### src/rtl/word_uart_pkg.sv
// rtl/word_uart_pkg.sv - shared constants and FSM state type for the word UART transmitter
// Contents: BYTES_PER_WORD, BYTE_IDX_W, state_e (ST_IDLE, ST_LOAD, ST_SEND, ST_GUARD).
package word_uart_pkg;

   localparam int BYTES_PER_WORD = 4;
   localparam int BYTE_IDX_W     = $clog2(BYTES_PER_WORD);

   // Fixed encoding so state values stay stable for anything decoding them by number.
   typedef enum logic [1:0] {
      ST_IDLE  = 2'd0,
      ST_LOAD  = 2'd1,
      ST_SEND  = 2'd2,
      ST_GUARD = 2'd3
   } state_e;

endpackage

### src/rtl/word_fifo.sv
// rtl/word_fifo.sv - parameterised synchronous FIFO with full/empty/count
// Ports: clock, reset (sync, active-high), push/push_data, pop/pop_data (head, combinational),
//        full, empty, count (entries held, $clog2(DEPTH)+1 bits).
module word_fifo #(
   parameter int DEPTH = 16,
   parameter int WIDTH = 32
) (
   input  logic                       clock,
   input  logic                       reset,
   input  logic                       push,
   input  logic [WIDTH-1:0]           push_data,
   input  logic                       pop,
   output logic [WIDTH-1:0]           pop_data,
   output logic                       full,
   output logic                       empty,
   output logic [$clog2(DEPTH):0]     count
);

   localparam int AW = $clog2(DEPTH);

   logic [WIDTH-1:0] mem [DEPTH];
   logic [AW:0]      wr_ptr;
   logic [AW:0]      rd_ptr;
   logic             push_en;
   logic             pop_en;

   // Overflow/underflow requests are dropped rather than corrupting the pointers.
   assign push_en = push && !full;
   assign pop_en  = pop && !empty;

   // Pointers carry one extra wrap bit: equal addresses with differing wrap bits means full.
   assign empty    = (wr_ptr == rd_ptr);
   assign full     = (wr_ptr[AW] != rd_ptr[AW]) && (wr_ptr[AW-1:0] == rd_ptr[AW-1:0]);
   assign count    = wr_ptr - rd_ptr;
   assign pop_data = mem[rd_ptr[AW-1:0]];

   always_ff @(posedge clock) begin
      if (reset) begin
         wr_ptr <= '0;
         rd_ptr <= '0;
      end else begin
         if (push_en) wr_ptr <= wr_ptr + (AW+1)'(1);
         if (pop_en)  rd_ptr <= rd_ptr + (AW+1)'(1);
      end
   end

   always_ff @(posedge clock) begin
      if (push_en) mem[wr_ptr[AW-1:0]] <= push_data;
   end

endmodule

### src/rtl/word_uart_tx.sv
// rtl/word_uart_tx.sv - buffers 32-bit words and feeds them bytewise to a shared UartTx
// Ports: clock, reset (sync, active-high); word_valid/word_data/word_ready (word input);
//        tx_busy (from UartTx), tx_start/sdata (to UartTx); fifo_count, idle (status).
// Optional: WORD_UART_TX_STATS_EN adds output words_sent[31:0] (completed words, wraps).
module word_uart_tx
   import word_uart_pkg::*;
#(
   parameter int FIFO_DEPTH = 16,
   parameter bit LSB_FIRST  = 1'b1
) (
   input  logic                          clock,
   input  logic                          reset,
   input  logic                          word_valid,
   input  logic [31:0]                   word_data,
   output logic                          word_ready,
   input  logic                          tx_busy,
   output logic                          tx_start,
   output logic [7:0]                    sdata,
   output logic [$clog2(FIFO_DEPTH):0]   fifo_count,
   output logic                          idle
`ifdef WORD_UART_TX_STATS_EN
   ,
   output logic [31:0]                   words_sent
`endif
);

   state_e                state;
   logic [31:0]           shreg;
   logic [BYTE_IDX_W-1:0] byte_idx;
   logic                  fifo_full;
   logic                  fifo_empty;
   logic [31:0]           fifo_head;
   logic                  push;
   logic                  pop;
   logic                  last_byte;
   logic [7:0]            cur_byte;

   assign word_ready = !fifo_full;
   assign push       = word_valid && !fifo_full;
   // LOAD is only entered with a non-empty FIFO, so the pop never underflows.
   assign pop        = (state == ST_LOAD);
   assign idle       = fifo_empty && (state == ST_IDLE);
   assign last_byte  = (byte_idx == BYTE_IDX_W'(BYTES_PER_WORD - 1));
   assign cur_byte   = LSB_FIRST ? shreg[7:0] : shreg[31:24];

   word_fifo #(
      .DEPTH (FIFO_DEPTH),
      .WIDTH (32)
   ) u_fifo (
      .clock     (clock),
      .reset     (reset),
      .push      (push),
      .push_data (word_data),
      .pop       (pop),
      .pop_data  (fifo_head),
      .full      (fifo_full),
      .empty     (fifo_empty),
      .count     (fifo_count)
   );

   always_ff @(posedge clock) begin
      if (reset) begin
         state    <= ST_IDLE;
         shreg    <= '0;
         byte_idx <= '0;
         tx_start <= 1'b0;
         sdata    <= '0;
      end else begin
         tx_start <= 1'b0;
         case (state)
            ST_IDLE: begin
               if (!fifo_empty) state <= ST_LOAD;
            end
            ST_LOAD: begin
               shreg    <= fifo_head;
               byte_idx <= '0;
               state    <= ST_SEND;
            end
            ST_SEND: begin
               if (!tx_busy) begin
                  tx_start <= 1'b1;
                  sdata    <= cur_byte;
                  state    <= ST_GUARD;
               end
            end
            ST_GUARD: begin
               // UartTx only raises busy on the edge that samples tx_start, so busy
               // is not trustworthy in this cycle; never look at it here.
               if (!last_byte) begin
                  byte_idx <= byte_idx + BYTE_IDX_W'(1);
                  shreg    <= LSB_FIRST ? (shreg >> 8) : (shreg << 8);
                  state    <= ST_SEND;
               end else if (!fifo_empty) begin
                  state <= ST_LOAD;
               end else begin
                  state <= ST_IDLE;
               end
            end
            default: state <= ST_IDLE;
         endcase
      end
   end

`ifdef WORD_UART_TX_STATS_EN
   always_ff @(posedge clock) begin
      if (reset) begin
         words_sent <= '0;
      end else if (state == ST_GUARD && last_byte) begin
         words_sent <= words_sent + 32'd1;
      end
   end
`endif

endmodule

### config.mk
export PLATFORM = sky130hd
export DESIGN_NAME = word_uart_tx
export DESIGN_NICKNAME = d
export VERILOG_FILES = /design/src/rtl/word_uart_pkg.sv /design/src/rtl/word_fifo.sv /design/src/rtl/word_uart_tx.sv
export SDC_FILE = /design/constraint.sdc
export NUM_CORES = 1
export LEC_CHECK = 0
export CAP_MARGIN = 20
export CORE_ASPECT_RATIO = 1.5
export CORE_MARGIN = 2
export CORE_UTILIZATION = 29
export DETAILED_ROUTE_END_ITERATION = 12
export DONT_BUFFER_PORTS = 1
export GPL_TIMING_DRIVEN = 0
export SLEW_MARGIN = 20
export SYNTH_ARGS = -nofsm -noshare
export SYNTH_HDL_FRONTEND = slang
export SYNTH_SLANG_ARGS = --single-unit
### constraint.sdc
create_clock -name clock -period 5 [get_ports clock]
set_input_delay 0 -clock clock [delete_from_list [all_inputs] [get_ports clock]]
set_output_delay 0 -clock clock [all_outputs]
set_load 0.005 [all_outputs]
## Word level (Yosys, flattened, before mapping)

Memories as Yosys holds them, arrays and structs flattened. A register that Yosys moved wholly into a read port is not among the register bits.
Index checks and enable logic that the tools add are counted.

- Add/sub/neg operators: 4
- Equal/unequal tests: 10
- Muxes and demuxes: 14
- Bitwise logic cells: 2
- Reduce and logical (&&, ||, !) cells: 13

Operator list:

| operator | count |
|---|---|
| $pmux W32 S2 | 1 |
| $mux W32 | 1 |
| $add A5 B1 Y5 const B | 2 |
| $mux W2 | 4 |
| $mux W4 | 2 |
| $pmux W2 S4 | 1 |
| $eq A2 B2 Y1 const B | 3 |
| $ne A2 B2 Y1 const B | 3 |
| $reduce_and A2 Y1 | 3 |
| $eq A5 B5 Y1 | 1 |
| $logic_and A1 B1 Y1 | 5 |
| $sub A5 B5 Y5 | 1 |
| $eq A4 B4 Y1 | 1 |
| $mux W1 | 4 |
| $pmux W2 S2 | 1 |
| $add A2 B1 Y2 const B | 1 |
| $eq A2 B1 Y1 const B | 1 |
| $logic_not A1 Y1 | 2 |
| $logic_not A2 Y1 | 1 |
| $not A1 Y1 | 2 |
| $reduce_bool A2 Y1 | 1 |
| $reduce_or A2 Y1 | 1 |
| $ne A1 B1 Y1 | 1 |

- Register bits after elaboration: 55
- RAM bits: 512
- Input port bits: 36
- Output and inout port bits: 16
- Logic and storage cells: 51
- Memories kept: 1

Memories:

| name | depth | bits a word | read ports | clocked after memory_dff | write ports | RTL line | text |
|---|---|---|---|---|---|---|---|
| u_fifo.mem | 16 | 32 | 1 | 1 | 1 | word_fifo.sv:21 | `logic [WIDTH-1:0] mem [DEPTH];` |

## Logic depth before layout (Yosys ltp)

Gate-level depths: netlist of run 1.

- Depth after elaboration: 7
- Depth in mapped cells: 8

## Cells and area by module

From an unflattened synthesis of run 1, not the netlist that was laid out.

- Cell total of the unflattened synthesis: 1,094
- Area, all modules: 21,883.5 um2

By module, submodules not included:

| module | instances | cells an instance | area an instance (um2) | sequential area each (um2) |
|---|---|---|---|---|
| word_fifo | 1 | 889 | 19,959.1 | 15,655.0 |
| word_uart_tx | 1 | 205 | 1,924.3 | 900.9 |

## Worst setup path after synthesis of run 1

No wires, ideal clock.

- Path type: register to register
- From: register u_fifo.wr_ptr[0]
- To: memory u_fifo.mem[1][0] (enable)
- Setup time: 0.461 ns
- Data arrival time: 3.541 ns
- Data required time: 4.539 ns
- Setup slack: 0.998 ns
- Stages on the path, launching flop included: 7
- Period minus slack after synthesis: 4.002 ns
- Path through: dfxtp_1 > inv_1 > ha_1 > nand4_1 > o21a_1 > nand2_1 > nor3_1

- Word-level cells in the longest chain between the ends: 7

Ends and longest elaborated chain:

| element | RTL line | text |
|---|---|---|
| start, declared | word_fifo.sv:22 | `logic [AW:0] wr_ptr;` |
| start signal, assigned | word_fifo.sv:42 | `if (push_en) wr_ptr <= wr_ptr + (AW+1)'(1);` |
| $eq A4 B4 Y1 | word_fifo.sv:33 | `assign full = (wr_ptr[AW] != rd_ptr[AW]) && (wr_ptr[AW-1:0] == rd_ptr[AW-1:0]);` |
| $logic_and A1 B1 Y1 | word_fifo.sv:33 |  |
| $logic_not A1 Y1 | word_fifo.sv:28, word_uart_tx.sv:39 |  |
| $logic_and A1 B1 Y1 | word_uart_tx.sv:39 | `assign push = word_valid && !fifo_full;` |
| $logic_and A1 B1 Y1 | word_fifo.sv:28 | `assign push_en = push && !full;` |
| $mux W1 | word_fifo.sv:48 | `if (push_en) mem[wr_ptr[AW-1:0]] <= push_data;` |
| $mux W1 (implied by the code) | word_fifo.sv:48 |  |
| end, declared | word_fifo.sv:21 |  |

Parallel ways exist; a longest one is shown, timed or not.

## Final worst setup path of run 1

- From: register u_fifo.rd_ptr[2]
- To: memory u_fifo.mem[2][1] (enable)

- Word-level cells in the longest chain between the ends: 7

Ends and longest elaborated chain:

| element | RTL line | text |
|---|---|---|
| start, declared | word_fifo.sv:23 | `logic [AW:0] rd_ptr;` |
| start signal, assigned | word_fifo.sv:43 | `if (pop_en) rd_ptr <= rd_ptr + (AW+1)'(1);` |
| $eq A4 B4 Y1 (*) | word_fifo.sv:33 |  |
| $logic_and A1 B1 Y1 (*) | word_fifo.sv:33 |  |
| $logic_not A1 Y1 (*) | word_fifo.sv:28, word_uart_tx.sv:39 |  |
| $logic_and A1 B1 Y1 | word_uart_tx.sv:39 |  |
| $logic_and A1 B1 Y1 (*) | word_fifo.sv:28 |  |
| $mux W1 (*) | word_fifo.sv:48 |  |
| $mux W1 (implied by the code) (*) | word_fifo.sv:48 |  |

Every way passes the cells marked *; elsewhere a longest branch is shown, timed or not.

==> flow_metrics.py, run 1 <==
metrics = {
    "global_route": {
        "grt_max_degree": 21,
        "antenna_found_initial": 5,
        "overflow": 0,
        "grt_pass1_vias": 12300,
        "grt_pass1_wl_mm": 82.4,
        "grt_usage_pct": 14.2,
    },
    "min_path": {
        "hold_path.class": "input port to flop",
    },
    "cts": {
        "clkTransAtPathRegs_ns": 0.07,
        "cts_resized": 0,
        "htreeDepth": 2,
        "cts_tree": "built",
        "cts_root_buffer": "clkbuf_16",
        "clock_latency_ns": 0.58,
        "numCtsBuffers": 48,
        "cts_setup_buffers": 0,
        "clock_sink_count": 571,
        "clock_path_buffers": 3,
    },
    "drt": {
        "vias_per_cell": 4.93,
        "post_drt_wl_per_cell_um": 23.7,
        "drc": 0,
        "drtAntennaViolNets": 0,
        "vias": 11900,
        "drtIter0Drc": 926,
        "dr.pass1.iters": 5,
        "wl_mm": 56.9,
    },
    "worst_setup_path": {
        "worstPathCellList": "inv_1, ha_1, nand4_1, o21a_1, nand2_1, nor3_2, buf_6, buf_4, buf_4",
        "timing_worst_setup_path_type": "flop to flop",
        "arrival_ns": 3.71,
        "critPathSlowestCell": "nor3_2",
        "cp_max_fo": 10,
        "r2r_slack_ns": 1.57,
        "critPathRequiredTime_ns": 5.28,
        "crit_top_cell": "buf_4",
        "max_stage_delay_ns": 0.66,
        "critPathTopFamily": "simple AND/OR/NAND/NOR gates",
        "start_kind": "flop",
        "cp_num_buf_inv": 4,
        "crit_path_end_kind": "flop",
    },
    "yosys": {
        "syn_nets": 1288,
        "synth-seq-cells": 571,
        "ys.flop_type": "edfxtp_1",
        "ys_async_sr_fraction_pct": 0,
        "avgSynthCellArea_um2": 18.0,
        "yosys_warnings": 0,
        "ys_seq_area_share_pct": 74.1,
        "syn_area_mm2": 0.0223,
        "synth_edf_count": 512,
        "syn_inst": 1241,
        "ys_types": 45,
    },
    "placed_design": {
        "globalplace.congestion": 0.877,
        "io_buffers": 0,
        "post-place-cells": 2280,
        "dp_hpwl_mm": 38.8,
    },
    "timing": {
        "setup_violations": 0,
        "tightest_slew_ns": 1.06,
        "final_hold_viol_count": 0,
        "max_freq_mhz": 292,
        "timing.final.max_slew_violations": 0,
        "fin_skew_ns": 0.0108,
        "slew_headroom_pct": 29.1,
        "fin_setup_tns_ns": 0,
        "rsz0062_at_grt": "false",
        "fin_crit_sh_pct": 68.5,
        "fin_crit_ns": 3.43,
    },
    "final_layout": {
        "fill_cells": 7128,
        "layout_common_cells": "edfxtp_1 (512), mux2i_1 (134), dfxtp_1 (59)",
        "fin_cells": 2405,
        "syn_to_final_growth_pct": 16.4,
        "drive_gt1_share_pct": 15.2,
        "layout_commonest_cell": "edfxtp_1",
        "fin_nets": 1403,
    },
    "floorplan": {
        "die_h_um": 344,
        "ios": 52,
        "coreArea_mm2": 0.0762,
        "fp-row-count": 124,
        "die_w_um": 231,
        "start_util_pct": 29.3,
        "dieArea_mm2": 0.0793,
    },
    "outcome": {
        "status": "completed",
    },
    "pwr": {
        "p_leak_uw": 0.00790,
        "ir_worst_vdd_v": 0.000254,
        "p_per_area_mw_per_mm2": 381,
    },
    "run": {
        "drv_cap": 0,
    },
}
==> synth_stat cells (2+ instances only) <==
| cell type | instances | area (µm²) |
|---|---|---|
| nand2b_1 | 4 | 25.0 |
| buf_2 | 12 | 60.1 |
| edfxtp_1 | 512 | 15400 |
| a21o_1 | 2 | 15.0 |
| xor2_1 | 5 | 43.8 |
| and2_1 | 4 | 25.0 |
| inv_1 | 10 | 37.5 |
| ha_1 | 10 | 125 |
| and3_1 | 10 | 62.6 |
| buf_1 | 4 | 15.0 |
| nor3_1 | 5 | 25.0 |
| xnor2_1 | 5 | 43.8 |
| a221oi_2 | 3 | 45.0 |
| mux4_2 | 57 | 1280 |
| a211o_1 | 24 | 210 |
| nor2_1 | 51 | 191 |
| o211ai_1 | 22 | 165 |
| clkbuf_1 | 39 | 146 |
| buf_12 | 5 | 100 |
| mux4_1 | 9 | 236 |
| o21ai_1 | 6 | 30.0 |
| a31oi_1 | 24 | 150 |
| o21ai_0 | 14 | 70.1 |
| buf_6 | 11 | 124 |
| o22ai_1 | 24 | 150 |
| a221oi_1 | 10 | 87.6 |
| nand2_1 | 43 | 161 |
| buf_4 | 6 | 45.0 |
| mux2i_1 | 134 | 1340 |
| a21oi_1 | 35 | 175 |
| or3_1 | 2 | 12.5 |
| nand3_1 | 20 | 100 |
| nor2b_1 | 7 | 43.8 |
| dfxtp_1 | 59 | 1180 |
| a22oi_1 | 43 | 323 |
==> worst min-delay path: cells and delay by family <==
kind             cells  cell delay [ns]
XOR/XNOR             1             0.13
AND/OR/NAND/NOR      1             0.09
AO/OA/AOI/OAI        1             0.41
==> stage by stage <==
stage / setup slack (ns) / hold slack [ns] / area, µm² / utilization [%] / total power, µW
floorplan: 0.998 / 0.0989 / 22300 / - / 6020
global placement: -1.93 / 0.0998 / 23600 / 31.0 / 6250
detailed placement: 1.59 / 0.0994 / 24100 / 31.7 / 6270
CTS: 1.56 / 0.0909 / 26000 / 34.1 / 9970
global route: 1.44 / 0.143 / 26000 / 34.1 / 10200
finish: 1.57 / 0.106 / 26000 / 34.1 / 9900
==> state kept, by name, indices dropped and copies added, names as in the netlist, named ones only <==
register and count:
tx_start 1, u_fifo.mem 512, byte_idx 2, u_fifo.wr_ptr 5, shreg 32, sdata 8, u_fifo.rd_ptr 5, state 2
==> logic make-up (layout without fill, tap and decap cells) <==
logic type / after synthesis / after routing / synth area share [%]
AOI/OAI and AO/OA: 210 / 210 / 6.48
xor gates and xnor gates: 11 / 11 / 0.465
adders and majority gates: 11 / 11 / 0.650
buffers and inverters: 88 / 242 / 2.39
DFF: 571 / 571 / 74.1
muxes: 200 / 200 / 12.8
other: 0 / 2 / 0
and+or+nand+nor: 150 / 150 / 3.05
==> power by group <==
part	internal [µW]	switching [µW]	total [µW]
registers	5300	69.3	5370
clock network	1960	1690	3650
logic	356	518	874
==> path summary, 6_finish.rpt <==
check,start,endpoint,cells after the start
setup / recovery,u_fifo.rd_ptr[2],u_fifo.mem[2][1],9
hold / removal,word_valid,u_fifo.wr_ptr[2],3
setup reg to reg,u_fifo.rd_ptr[2],u_fifo.mem[2][1],9
hold reg to reg,shreg[4],sdata[4],2
==> repair_timing <==
action                                  in CTS  in global routing
endpoints found under the setup margin       0                  0
hold buffers                                34                  0
hold endpoints to repair                   523                  0
==> layout make-up <==
cell class | count | area (µm²) | share of cell area (%)
well taps | 1008 | 1260 | 4.85
plain buffers | 78 | 495 | 1.91
repair buffers | 65 | 773 | 2.98
inverters | 10 | 37.5 | 0.144
diodes | 2 | 5.00 | 0.0193
clock inverters | 23 | 158 | 0.607
clock buffers | 66 | 1350 | 5.20
multi-input cells | 582 | 5350 | 20.6
flip-flops and latches | 571 | 16600 | 63.7
==> routing by layer <==
layer  up-vias  track usage, %  part of all wire (%)
met1      6112            15.1                    35
met5         -               0                 0.047
met4         4            7.58                   5.3
li1       5237               -                     -
met2       390            27.0                    54
met3       123            1.88                   4.9
No activity file was read; power rests on OpenSTA's default activity.
==> run 2: changes to the inputs <==
==> constraint.sdc (replaced) <==
create_clock -name clock -period 3.6 [get_ports clock]
set_input_delay 0 -clock clock [delete_from_list [all_inputs] [get_ports clock]]
set_output_delay 0 -clock clock [all_outputs]
set_load 0.005 [all_outputs]
==> run 2 against run 1 <==
Setup slack worse by 1.2 ns. Combinational power increased by 40%. Final area increased by 0.91%. Highest routed layer unchanged. First-iteration DRC count grew 23%.
==> flow_metrics.py, run 2 (synthesis results as in run 1) <==
metrics = {
    "placed_design": {
        "post_dp_cell_area_mm2": 0.0242,
        "dp_hpwl_mm": 40.0,
        "io_buffers": 0,
        "post-place-cells": 2275,
        "globalplace.congestion": 0.875,
    },
    "cts": {
        "clock_path_buffers": 3,
        "cts_root_buffer": "clkbuf_16",
        "cts_resized": 0,
        "clock_latency_ns": 0.60,
        "numCtsBuffers": 48,
        "clock_sink_count": 571,
        "cts_setup_buffers": 0,
        "clkTransAtPathRegs_ns": 0.07,
        "cts_tree": "built",
        "htreeDepth": 2,
        "cts_hold_buf": 34,
    },
    "min_path": {
        "hold_path.class": "input port to flop",
        "hold_depth": 3,
    },
    "pwr": {
        "pwr-share-seq_pct": 53.1,
        "p_leak_uw": 0.00796,
        "p_sw_uw": 3190,
        "ir_worst_vdd_v": 0.000299,
        "pwr-share-comb_pct": 8.7,
        "p_per_area_mw_per_mm2": 536,
        "p_sw_share_pct": 22.7,
        "internal-power_uw": 10900,
        "clkPwrFrac_pct": 38.2,
    },
    "final_layout": {
        "layout_common_cells": "edfxtp_1 (512), mux2i_1 (134), dfxtp_1 (59)",
        "syn_to_final_growth_pct": 17.4,
        "layout_commonest_cell": "edfxtp_1",
        "fin_nets": 1400,
        "fill_cells": 7049,
        "fin_cells": 2402,
        "stdcell_area_mm2": 0.0262,
        "fin_util_pct": 34.4,
        "drive_gt1_share_pct": 15.1,
        "largest_reg_flops": 512,
    },
    "outcome": {
        "status": "completed",
    },
    "floorplan": {
        "ios": 52,
        "die_w_um": 231,
        "fp-row-count": 124,
        "start_util_pct": 29.3,
        "coreArea_mm2": 0.0762,
        "die_h_um": 344,
        "dieArea_mm2": 0.0793,
    },
    "worst_setup_path": {
        "rr_worst_depth": 8,
        "crit_path_end_kind": "flop",
        "r2r_slack_ns": 0.36,
        "critPathSlowestCell": "nor3_4",
        "max_stage_delay_ns": 0.68,
        "cp_max_fo": 14,
        "timing_worst_setup_path_type": "flop to flop",
        "arrival_ns": 3.53,
        "start_kind": "flop",
        "cp-startpoint": "u_fifo.rd_ptr[1]",
        "reg2reg_from": "u_fifo.rd_ptr[1]",
        "endpoint": "u_fifo.mem[1][2]",
        "worstPathCellList": "inv_1, ha_1, nand4_1, o21a_1, nand2_1, nor3_4, buf_8, buf_6",
        "critPathRequiredTime_ns": 3.89,
        "rr_endpoint": "u_fifo.mem[1][2]",
    },
    "global_route": {
        "grt_max_degree": 18,
        "overflow": 0,
        "grt_pass1_wl_mm": 84.1,
        "grt_usage_pct": 14.5,
        "grt_pass1_vias": 12500,
        "antenna_found_initial": 5,
    },
    "timing": {
        "max_freq_mhz": 309,
        "rsz0062_at_grt": "false",
        "fin_skew_ns": 0.0237,
        "setup_violations": 0,
        "fin_crit_ns": 3.24,
        "tightest_slew_ns": 1.04,
        "slew_headroom_pct": 30.8,
        "timing.final.max_slew_violations": 0,
        "final_hold_viol_count": 0,
        "fin_crit_sh_pct": 89.9,
    },
    "drt": {
        "post_drt_wl_per_cell_um": 24.0,
        "wl_mm": 57.7,
        "vias": 11900,
        "drc": 0,
        "vias_per_cell": 4.97,
        "dr.pass1.iters": 7,
        "drtIter0Drc": 1136,
        "drtAntennaViolNets": 0,
    },
    "run": {
        "drv_cap": 0,
    },
}
[run 2: cell types whose count changed in the layout (fill, tap and decap cells not counted), moves of 4 or more]
cell | before | now
buf_8 | 1 | 8
clkbuf_1 | 51 | 45
nor3_4 | 0 | 4
bufinv_16 | 1 | 5
buf_16 | 2 | 8
clkinv_1 | 9 | 13
nor3_2 | 4 | 0
buf_4 | 19 | 6
[run 2: worst max-delay path: cells and delay by family (launching register included)]
kind | cells | cell delay (ns)
buffers and inverters | 3 | 0.57
and+or+nand+nor | 3 | 1.32
adders and majority gates | 1 | 0.33
AOI/OAI and AO/OA | 1 | 0.30
DFF | 1 | 0.39
[run 2: metrics by stage]
step / worst slack, ns / power [µW] / setup TNS [ns] / hold WS, ns
after floorplan: 0.454 / 8360 / 0 / 0.0989
after global placement: -1.66 / 8670 / -706.39 / 0.0997
after detailed placement: 0.364 / 8730 / 0 / 0.0996
after CTS: 0.353 / 14100 / 0 / 0.116
after global routing: 0.164 / 14500 / 0 / 0.252
final: 0.362 / 14000 / 0 / 0.220
[run 2: layout make-up]
type / instances / area [µm²] / area share (%)
plain buffers: 78 / 495 / 1.89
diodes: 1 / 2.50 / 0.00954
clock buffers: 61 / 1340 / 5.12
inverters: 10 / 37.5 / 0.143
well taps: 1008 / 1260 / 4.81
clock inverters: 29 / 273 / 1.04
multi-input cells: 582 / 5380 / 20.5
repair buffers: 62 / 881 / 3.36
flip-flops and latches: 571 / 16600 / 63.1
[run 2: power by group through the flow]
| stage | Clock (µW) | Combinational, µW | Sequential, µW |
|---|---|---|---|
| global route | 5680 | 1310 | 7470 |
| CTS | 5460 | 1230 | 7460 |
| global placement | 0 | 1070 | 7610 |
| detailed placement | 0 | 1120 | 7610 |
| finish | 5370 | 1220 | 7460 |
| floorplan | 0 | 794 | 7560 |
[run 2: how the worst min path moves through the flow]
stage | start | end | slack [ns]
after floorplan | word_data[0] | u_fifo.mem[0][0] | 0.1
after global placement | word_data[19] | u_fifo.mem[10][19] | 0.1
after detailed placement | word_data[28] | u_fifo.mem[13][28] | 0.1
after CTS | word_valid | u_fifo.wr_ptr[2] | 0.12
after global routing | reset | sdata[3] | 0.25
final | reset | sdata[3] | 0.22
[run 2: per-layer routing]
metal | vias to the layer above | track usage, % | share of wire (%) | wire [µm]
met5 | - | 0 | 0.088 | 51
met3 | 141 | 1.93 | 4.9 | 2850
met2 | 396 | 27.5 | 54 | 31300
met4 | 8 | 7.57 | 5.3 | 3070
li1 | 5229 | - | - | -
met1 | 6172 | 15.5 | 35 | 20400
==> run 3: changes to the inputs <==
--- a/config.mk
+++ b/config.mk
@@ -7,7 +7,6 @@
 export LEC_CHECK = 0
 export CAP_MARGIN = 20
 export CORE_ASPECT_RATIO = 1.5
-export CORE_MARGIN = 2
 export CORE_UTILIZATION = 29
 export DETAILED_ROUTE_END_ITERATION = 12
 export DONT_BUFFER_PORTS = 1
==> run 3 against run 2 <==
Worst hold slack got worse by 0.061 ns. Cell count about the same. Via count shrank 1.4%. Clock power barely moved. Combinational power about the same. Critical path depth is 1 lower. Fmax rose by 7.9%. Count of clock-buffer cells in the layout up 6. Utilization up 0.12 points. Sequential cell count did not move. Register-to-register slack gained 0.24 ns. First-iteration DRC count shrank 21%. Largest power group unchanged.
==> flow_metrics.py, run 3 (synthesis results as in run 1) <==
metrics = {
    "outcome": {
        "status": "completed",
    },
    "final_layout": {
        "layout_commonest_cell": "edfxtp_1",
        "syn_to_final_growth_pct": 17.9,
        "fin_util_pct": 34.5,
        "largest_reg_flops": 512,
        "fill_cells": 7016,
        "drive_gt1_share_pct": 15.0,
        "layout_common_cells": "edfxtp_1 (512), mux2i_1 (134), dfxtp_1 (59)",
        "fin_nets": 1401,
        "stdcell_area_mm2": 0.0263,
    },
    "floorplan": {
        "coreArea_mm2": 0.0762,
        "fp-row-count": 124,
        "ios": 52,
        "die_h_um": 342,
        "die_w_um": 229,
        "dieArea_mm2": 0.0781,
        "start_util_pct": 29.3,
    },
    "worst_setup_path": {
        "crit_path_end_kind": "flop",
        "critPathRequiredTime_ns": 3.87,
        "critPathSlowestCell": "nor2_4",
        "max_stage_delay_ns": 0.65,
        "arrival_ns": 3.27,
        "start_kind": "flop",
        "timing_worst_setup_path_type": "flop to flop",
        "cp_max_fo": 17,
        "worstPathCellList": "inv_1, ha_1, nand4_1, o21a_1, nand2_1, nor2_4, buf_12",
    },
    "drt": {
        "vias": 11800,
        "drt-met1-wl_mm": 20.3,
        "drtIter0Drc": 897,
        "vias_per_cell": 4.90,
        "wl_met2_mm": 31.6,
        "drtAntennaViolNets": 0,
        "wl_mm": 57.0,
        "top_layer_used": "met5",
        "wl_met3_mm": 2.45,
        "dr.pass1.iters": 5,
        "drc": 0,
        "post_drt_wl_per_cell_um": 23.7,
    },
    "timing": {
        "fin_setup_tns_ns": 0,
        "slew_headroom_pct": 25.0,
        "fin_crit_sh_pct": 83.4,
        "fin_crit_ns": 3.00,
        "final_hold_viol_count": 0,
        "setup_violations": 0,
        "fin_skew_ns": 0.0319,
        "rsz0062_at_grt": "false",
        "timing.final.max_slew_violations": 0,
        "hold_slack_ns": 0.159,
        "tightest_slew_ns": 1.13,
        "max_freq_mhz": 333,
    },
    "global_route": {
        "grt_usage_pct": 14.5,
        "grt_max_degree": 19,
        "grt_pass1_wl_mm": 83.4,
        "overflow": 0,
        "antenna_found_initial": 6,
        "grt_pass1_vias": 12400,
    },
    "pwr": {
        "p_sw_uw": 3170,
        "p_sw_share_pct": 22.6,
        "p_leak_uw": 0.00798,
        "pwr-share-comb_pct": 8.7,
        "pwr-share-seq_pct": 53.2,
        "internal-power_uw": 10900,
        "ir_worst_vdd_v": 0.000315,
        "clkPwrFrac_pct": 38.1,
        "p_per_area_mw_per_mm2": 533,
    },
    "placed_design": {
        "io_buffers": 0,
        "post_dp_cell_area_mm2": 0.0244,
        "globalplace.congestion": 0.870,
        "dp_hpwl_mm": 39.6,
    },
    "run": {
        "drv_cap": 0,
    },
    "cts": {
        "numCtsBuffers": 47,
        "cts_root_buffer": "clkbuf_16",
        "cts_setup_buffers": 0,
        "clock_sink_count": 571,
        "clock_path_buffers": 3,
        "clock_latency_ns": 0.60,
        "cts_hold_buf": 34,
        "clkTransAtPathRegs_ns": 0.07,
        "cts_resized": 0,
        "htreeDepth": 2,
        "cts_tree": "built",
    },
    "min_path": {
        "hold_path.class": "input port to flop",
    },
}
[run 3: per-stage QoR]
stage	worst slack, ns	std cells	total power [µW]
finish	0.599	2401	14000
global route	0.447	2401	14400
CTS	0.397	2396	14100
detailed placement	0.433	2277	8730
global placement	-1.70	2249	8680
floorplan	0.454	1241	8360
[run 3: final timing paths]
check                         from                 end  cells after the start  slack (ns)
hold / removal               reset            sdata[3]                      3        0.16
setup reg to reg  u_fifo.rd_ptr[2]  u_fifo.mem[13][15]                      7        0.60
setup / recovery  u_fifo.rd_ptr[2]  u_fifo.mem[13][15]                      7        0.60
hold reg to reg           shreg[3]            sdata[3]                      2        0.46
[run 3: area by class of cell]
type                    instances  area, µm²  share of cell area [%]
diodes                          3       7.51                  0.0285
plain buffers                  78        495                    1.88
clock buffers                  67       1360                    5.15
clock inverters                18        230                   0.875
inverters                      10       37.5                   0.143
multi-input cells             582       5380                    20.4
flip-flops and latches        571      16600                    62.9
well taps                    1008       1260                    4.79
repair buffers                 64        998                    3.79
[run 3: critical path: cells and delay by family (launching register included)]
kind / cells / cell delay (ns)
and+or+nand+nor: 3 / 1.30
buffers and inverters: 2 / 0.37
DFF: 1 / 0.36
adders and majority gates: 1 / 0.36
AOI/OAI and AO/OA: 1 / 0.28
[run 3: power groups by stage]
| stage | clock, µW | combinational (µW) | sequential [µW] |
|---|---|---|---|
| 2_1_floorplan | 0 | 794 | 7560 |
| 3_3_place_gp | 0 | 1070 | 7610 |
| 3_5_place_dp | 0 | 1120 | 7610 |
| 4_1_cts | 5420 | 1230 | 7460 |
| 5_1_grt | 5630 | 1310 | 7470 |
| 6_report | 5340 | 1220 | 7460 |
[run 3: layer usage]
metal	GRT usage (%)	up-vias
li1	-	5233
met1	15.2	6071
met2	28.2	336
met3	1.96	127
met4	6.91	6
met5	0	-
